`src/rtl/fifo_reader_pkg.sv`:
```
// Shared types and constants for the FIFO reader engine.
// The optional stall statistics are enabled with READER_STATS_EN.
package fifo_reader_pkg;

   typedef enum logic [1:0] {IDLE, RUN, DRAIN, DONE} rd_state_t;

   localparam int unsigned BUF_DEPTH = 2;
   localparam int unsigned BUF_CNT_W = $clog2(BUF_DEPTH + 1);

endpackage

```
`src/rtl/fifo_reader_buf.sv`:
```
// Two-entry register buffer that absorbs FIFO read data ahead of the output stream.
// Supports a simultaneous push and pop in the same cycle.
module fifo_reader_buf
   import fifo_reader_pkg::*;
#(
   parameter int unsigned DATA_WIDTH = 8
) (
   input  logic                  clk_i,
   input  logic                  rst_i,
   input  logic                  push_i,
   input  logic [DATA_WIDTH-1:0] data_i,
   input  logic                  pop_i,
   output logic [DATA_WIDTH-1:0] head_o,
   output logic [BUF_CNT_W-1:0]  count_o
);

   localparam logic [BUF_CNT_W-1:0] BufFull = BUF_CNT_W'(BUF_DEPTH);

   logic [DATA_WIDTH-1:0] mem_q [BUF_DEPTH];
   logic                  rd_ptr_q, rd_ptr_d;
   logic                  wr_ptr_q, wr_ptr_d;
   logic [BUF_CNT_W-1:0]  count_q, count_d;
   logic                  push_ok, pop_ok;

   // A push into a full buffer is only legal when the head leaves in the same cycle.
   assign push_ok = push_i & ((count_q != BufFull) | pop_i);
   assign pop_ok  = pop_i & (count_q != '0);

   always_comb begin
      rd_ptr_d = rd_ptr_q;
      wr_ptr_d = wr_ptr_q;
      count_d  = count_q + BUF_CNT_W'(push_ok) - BUF_CNT_W'(pop_ok);
      if (push_ok) begin
         wr_ptr_d = ~wr_ptr_q;
      end
      if (pop_ok) begin
         rd_ptr_d = ~rd_ptr_q;
      end
   end

   always_ff @(posedge clk_i) begin
      if (rst_i) begin
         mem_q    <= '{default: '0};
         rd_ptr_q <= 1'b0;
         wr_ptr_q <= 1'b0;
         count_q  <= '0;
      end else begin
         if (push_ok) begin
            mem_q[wr_ptr_q] <= data_i;
         end
         rd_ptr_q <= rd_ptr_d;
         wr_ptr_q <= wr_ptr_d;
         count_q  <= count_d;
      end
   end

   assign head_o  = mem_q[rd_ptr_q];
   assign count_o = count_q;

endmodule

```
`src/rtl/fifo_reader.sv`:
```
// Consumer-side FIFO engine: pops a burst of len words and forwards them on a valid/ready stream.
// Define READER_STATS_EN to add the stall_cnt_o backpressure counter.
module fifo_reader
   import fifo_reader_pkg::*;
#(
   parameter int unsigned DATA_WIDTH = 8,
   parameter int unsigned LEN_WIDTH  = 8
) (
   input  logic                  clk_i,
   input  logic                  rst_i,
   input  logic                  start_i,
   input  logic [LEN_WIDTH-1:0]  len_i,
   output logic                  fifo_rden_o,
   input  logic                  fifo_empty_i,
   input  logic [DATA_WIDTH-1:0] fifo_rdata_i,
   output logic                  m_valid_o,
   input  logic                  m_ready_i,
   output logic [DATA_WIDTH-1:0] m_data_o,
   output logic                  busy_o,
   output logic                  done_o
`ifdef READER_STATS_EN
   ,
   output logic [15:0]           stall_cnt_o
`endif
);

   rd_state_t             state_q, state_d;
   logic [LEN_WIDTH-1:0]  len_q, len_d;
   logic [LEN_WIDTH-1:0]  issued_q, issued_d;
   logic [LEN_WIDTH-1:0]  delivered_q, delivered_d;
   logic                  inflight_q;
   logic [BUF_CNT_W-1:0]  buf_cnt;
   logic [BUF_CNT_W:0]    occupancy;
   logic                  has_credit;
   logic                  xfer;
   logic                  start_acc;

   fifo_reader_buf #(
      .DATA_WIDTH (DATA_WIDTH)
   ) u_buf (
      .clk_i   (clk_i),
      .rst_i   (rst_i),
      .push_i  (inflight_q),
      .data_i  (fifo_rdata_i),
      .pop_i   (xfer),
      .head_o  (m_data_o),
      .count_o (buf_cnt)
   );

   assign m_valid_o = (buf_cnt != '0);
   assign xfer      = m_valid_o & m_ready_i;

   // A word leaving the buffer this cycle frees its slot in time for the next push,
   // which is what allows one pop per cycle under steady flow.
   assign occupancy  = {1'b0, buf_cnt} + {{BUF_CNT_W{1'b0}}, inflight_q}
                       - {{BUF_CNT_W{1'b0}}, xfer};
   assign has_credit = occupancy < (BUF_CNT_W + 1)'(BUF_DEPTH);

   assign fifo_rden_o = (state_q == RUN) & ~fifo_empty_i & (issued_q < len_q) & has_credit;

   always_comb begin
      state_d     = state_q;
      len_d       = len_q;
      issued_d    = issued_q + LEN_WIDTH'(fifo_rden_o);
      delivered_d = delivered_q + LEN_WIDTH'(xfer);
      start_acc   = 1'b0;
      unique case (state_q)
         IDLE: begin
            if (start_i) begin
               start_acc   = 1'b1;
               len_d       = len_i;
               issued_d    = '0;
               delivered_d = '0;
               state_d     = (len_i == '0) ? DONE : RUN;
            end
         end
         RUN: begin
            if (issued_q == len_q) begin
               state_d = DRAIN;
            end
         end
         DRAIN: begin
            // Look at the updated count so done lands one cycle after the last transfer.
            if (delivered_d == len_q) begin
               state_d = DONE;
            end
         end
         DONE: begin
            state_d = IDLE;
         end
         default: begin
            state_d = IDLE;
         end
      endcase
   end

   always_ff @(posedge clk_i) begin
      if (rst_i) begin
         state_q     <= IDLE;
         len_q       <= '0;
         issued_q    <= '0;
         delivered_q <= '0;
         inflight_q  <= 1'b0;
      end else begin
         state_q     <= state_d;
         len_q       <= len_d;
         issued_q    <= issued_d;
         delivered_q <= delivered_d;
         inflight_q  <= fifo_rden_o;
      end
   end

   assign busy_o = (state_q == RUN) | (state_q == DRAIN);
   assign done_o = (state_q == DONE);

`ifdef READER_STATS_EN
   logic [15:0] stall_q, stall_d;

   always_comb begin
      stall_d = stall_q;
      if (start_acc) begin
         stall_d = '0;
      end else if (m_valid_o & ~m_ready_i & (stall_q != 16'hFFFF)) begin
         stall_d = stall_q + 16'd1;
      end
   end

   always_ff @(posedge clk_i) begin
      if (rst_i) begin
         stall_q <= '0;
      end else begin
         stall_q <= stall_d;
      end
   end

   assign stall_cnt_o = stall_q;
`endif

endmodule

```
`config.mk`:
```
export PLATFORM = sky130hd
export DESIGN_NAME = fifo_reader
export DESIGN_NICKNAME = d
export VERILOG_FILES = /design/src/rtl/fifo_reader_pkg.sv /design/src/rtl/fifo_reader_buf.sv /design/src/rtl/fifo_reader.sv
export SDC_FILE = /design/constraint.sdc
export NUM_CORES = 1
export LEC_CHECK = 0
export CAP_MARGIN = 20
export CORE_ASPECT_RATIO = 0.75
export CORE_MARGIN = 5
export CORE_UTILIZATION = 50
export CTS_CLUSTER_DIAMETER = 50
export CTS_CLUSTER_SIZE = 30
export DETAILED_ROUTE_END_ITERATION = 6
export GPL_TIMING_DRIVEN = 0
export PLACE_DENSITY_LB_ADDON = 0.2
export REMOVE_ABC_BUFFERS = 1
export SETUP_SLACK_MARGIN = 0.4
export SLEW_MARGIN = 10
export SYNTH_ARGS = -nofsm -noshare
export SYNTH_HDL_FRONTEND = slang
export SYNTH_HIERARCHICAL = 1
export SYNTH_SLANG_ARGS = --single-unit
```
`constraint.sdc`:
```
create_clock -name clk_i -period 2.4 [get_ports clk_i]
set_clock_uncertainty 0.05 [all_clocks]
set_input_delay 0.6 -clock clk_i [delete_from_list [all_inputs] [get_ports clk_i]]
set_output_delay 0.6 -clock clk_i [all_outputs]
set_load 0.005 [all_outputs]
```
==> results.sh <==
export IMPL_place_gp_congestion=0.809
export IMPL_clk_pin_slew_ns=0.09
export IMPL_hold_class="flop to flop"
export IMPL_antenna_found_initial=0
export IMPL_grt_busiest_layer="met2"
export IMPL_irDropWorstVdd_mv=0.453
export IMPL_rows=22
export IMPL_dp_hpwl_um=4180
export IMPL_cp_data_required_time_ns=2.59
export IMPL_worstSetupPathType="primary input to flop"
export IMPL_arrival_ns=3.27
export IMPL_crit_path_end_kind="flop"
export IMPL_violations="setup timing"
export IMPL_synth_most_common_cell="dfxtp_1"
export IMPL_n_fill_cell=350
export IMPL_startpoint_type="primary input"
export IMPL_antenna_left=0
export IMPL_fin_nets=403
export IMPL_wire_per_inst_um=16.8
export IMPL_io_pins=33
export IMPL_worstPathMaxFanout=3
export IMPL_grt_overflow=0
export IMPL_use_met1=0.273
export IMPL_drc=0
export IMPL_use_met2=0.347
export IMPL_setup_slack_ns=-0.676
export IMPL_grt_start_max_net_pins=30
export IMPL_drtIter0Drc=118
export IMPL_cts_buffer_depth=2
export IMPL_stdcell_area_um2=3750
export IMPL_synth_top_cell_area_share=0.357
export IMPL_drv_slew=0
export IMPL_cts_root_buffer="clkbuf_8"
export IMPL_cts_tree="done"
export IMPL_die_area_um2=6850
export IMPL_fp_dieW_um=93.9
export IMPL_drive_gt1_frac=0.294
export IMPL_place_area_um2=3030
export IMPL_fin_setup_tns_ns=-5.43
export IMPL_tightest_slew_ns=0.515
export IMPL_async_flop_share=0
export IMPL_synth_ff_type="dfxtp_1"
export IMPL_clk_latency_ns=0.30
export IMPL_cts_sinks=47
export IMPL_first_pass_iters=4
export IMPL_relSlewSlack=0.656
export IMPL_rsz0062_at_grt="true"
export IMPL_finalHoldViolations=0
export IMPL_htreeDepth=2
export IMPL_grtUsageTotal=0.209
export IMPL_max_stage_delay_ns=0.54
export IMPL_fin_crit_sh=1.28
export IMPL_groute_layer_met3_usage=0.0433
export IMPL_fp_dieH_um=72.9
export IMPL_synthesis_area_um2=2640
export IMPL_first_global_vias=2338
export IMPL_finalSetupViolations=10
export IMPL_diodes=0
export IMPL_syn_inst=297
export IMPL_synth_cell_types=50
export IMPL_ys_top_cells_by_area="dfxtp_1 (36%), ha_1 (8.5%), o21ai_0 (4.9%), nand2b_1 (4.7%), mux2i_1 (3.8%)"
export IMPL_status="complete, but fails checks"
export IMPL_crit_chain="buf_8, nand2_4, nor2_4, buf_6, fa_1, nand2_1, nor3_2, o211ai_1, nor2_1, buf_4, buf_6, buf_6, buf_6, buf_6, ha_4, buf_12, ha_4, nand3_1, xor2_1, nor2_1"
export IMPL_initial_core_util=0.527
export IMPL_p_per_area_nw_per_um2=682
export IMPL_synth_top_cell_by_area="dfxtp_1"
export IMPL_yosys_top_cells_count="dfxtp_1 (47), o21ai_0 (26), nand2b_1 (20)"
export IMPL_synth_seq_cells=47
export IMPL_grt_pass1_wl_um=11100
export IMPL_crit_slowest_cell="fa_1"
export IMPL_wl_um=7310
export IMPL_cts_buffers=5
export IMPL_leakage_nw=1.54
export IMPL_vias=2343
export IMPL_synth_seq_area_share=0.357
export IMPL_critPathTopFamily="adder cells"
export IMPL_yosysWarnings=6
export IMPL_syn_avg_cell_area_um2=8.88
export IMPL_avgViaCountPerCell=5.37
export IMPL_portBuffers=32
export IMPL_syn_to_final_growth_pct=42.2
export IMPL_synth_edff_count=0
export IMPL_coreArea_um2=5010
export IMPL_max_cap_violations=0
export IMPL_fmax_mhz=325
export IMPL_post_route_min_period_ns=3.08
export IMPL_crit_path_frequent_cell="buf_6"
export IMPL_cp_num_buf_inv=8
==> metal layers <==
layer / vias to the layer above / part of all wire
met1: 1102 / 0.46
li1: 1158 / -
met2: 62 / 0.46
met5: - / 0
met4: 0 / 0.029
met3: 21 / 0.045
==> cell families (layout without fill, tap and decap cells) <==
kind of cell | count (synthesis) | after routing | share of synthesized area
simple gates | 111 | 111 | 0.247
buf+inv | 27 | 94 | 0.0417
mux | 18 | 18 | 0.0721
compound gates | 59 | 59 | 0.137
xor+xnor | 16 | 16 | 0.0531
flops | 47 | 47 | 0.357
fa+ha+maj | 19 | 19 | 0.0929
==> repair_timing <==
item	CTS	global route
hold buffers	0	0
endpoints found under the setup margin	49	31
pin swaps	21	21
resized for setup	85	42
setup buffers	29	5
==> power breakdown <==
| part | internal, mW | switching (mW) | leakage [nW] |
|---|---|---|---|
| clock | 0.415 | 0.284 | 0.0644 |
| combinational | 0.486 | 0.453 | 1.09 |
| sequential | 0.849 | 0.0710 | 0.384 |
==> cell type report <==
class	instances	area, um2	area share
clock buffer	5	68.8	0.0183
multi-input combinational	223	1800	0.479
timing repair buffer	67	698	0.186
clock inverter	3	67.6	0.0180
tap	72	90.1	0.0240
inverter	19	73.8	0.0197
sequential	47	958	0.255
==> worst register-to-register path: stages, from the launching register on <==
cell	delay, ns
dfxtp_4	0.38
nand2_4	0.05
nor2_4	0.11
o21ai_2	0.08
fa_1	0.52
nand2_1	0.06
nor3_2	0.15
o211ai_1	0.17
nor2_1	0.19
buf_4	0.14
buf_6	0.08
buf_6	0.08
buf_6	0.08
buf_6	0.08
ha_4	0.14
buf_12	0.10
ha_4	0.14
nand3_1	0.10
xor2_1	0.16
nor2_1	0.12
==> state kept, by name, indices dropped and copies added (netlist names) <==
name,count
u_buf/count_o,2
inflight_q,1
issued_q,8
u_buf/mem_q,16
delivered_q,8
u_buf/rd_ptr_q,1
len_q,8
state_q,2
u_buf/wr_ptr_q,1
==> metrics by stage <==
stage	util	power [mW]	hold WS [ns]	cells	setup WS, ns
2_1_floorplan	-	1.34	0.380	289	-0.269
3_3_place_gp	0.601	1.58	0.398	393	-1.27
3_5_place_dp	0.604	1.59	0.411	394	-1.29
4_1_cts	0.709	2.45	0.434	431	-0.448
5_1_grt	0.749	2.69	0.472	436	-0.744
6_report	0.749	2.56	0.433	436	-0.676
==> placed cells by master (no fill, tap or decap), drive strengths merged, types with 7 or more instances in the layout <==
cell type	count
o21ai	28
a21oi	15
buf	41
mux2i	10
xor2	7
dfxtp	47
ha	18
nand2b	21
mux2	8
nor2	18
inv	18
nand2	17
nand3	14
xnor2	9
clkdlybuf4s50	19
nor2b	11
==> worst paths after layout <==
check	startpoint	endpoint	slack, ns	cells after the start
worst max-delay path	m_ready_i	issued_q[6]	-0.68	20
worst min-delay path	len_q[2]	len_q[2]	0.43	2
worst max register to register	u_buf/count_o[1]	issued_q[6]	-0.65	19
worst min register to register	len_q[2]	len_q[2]	0.43	2
Power figures use the tool's default switching activity.
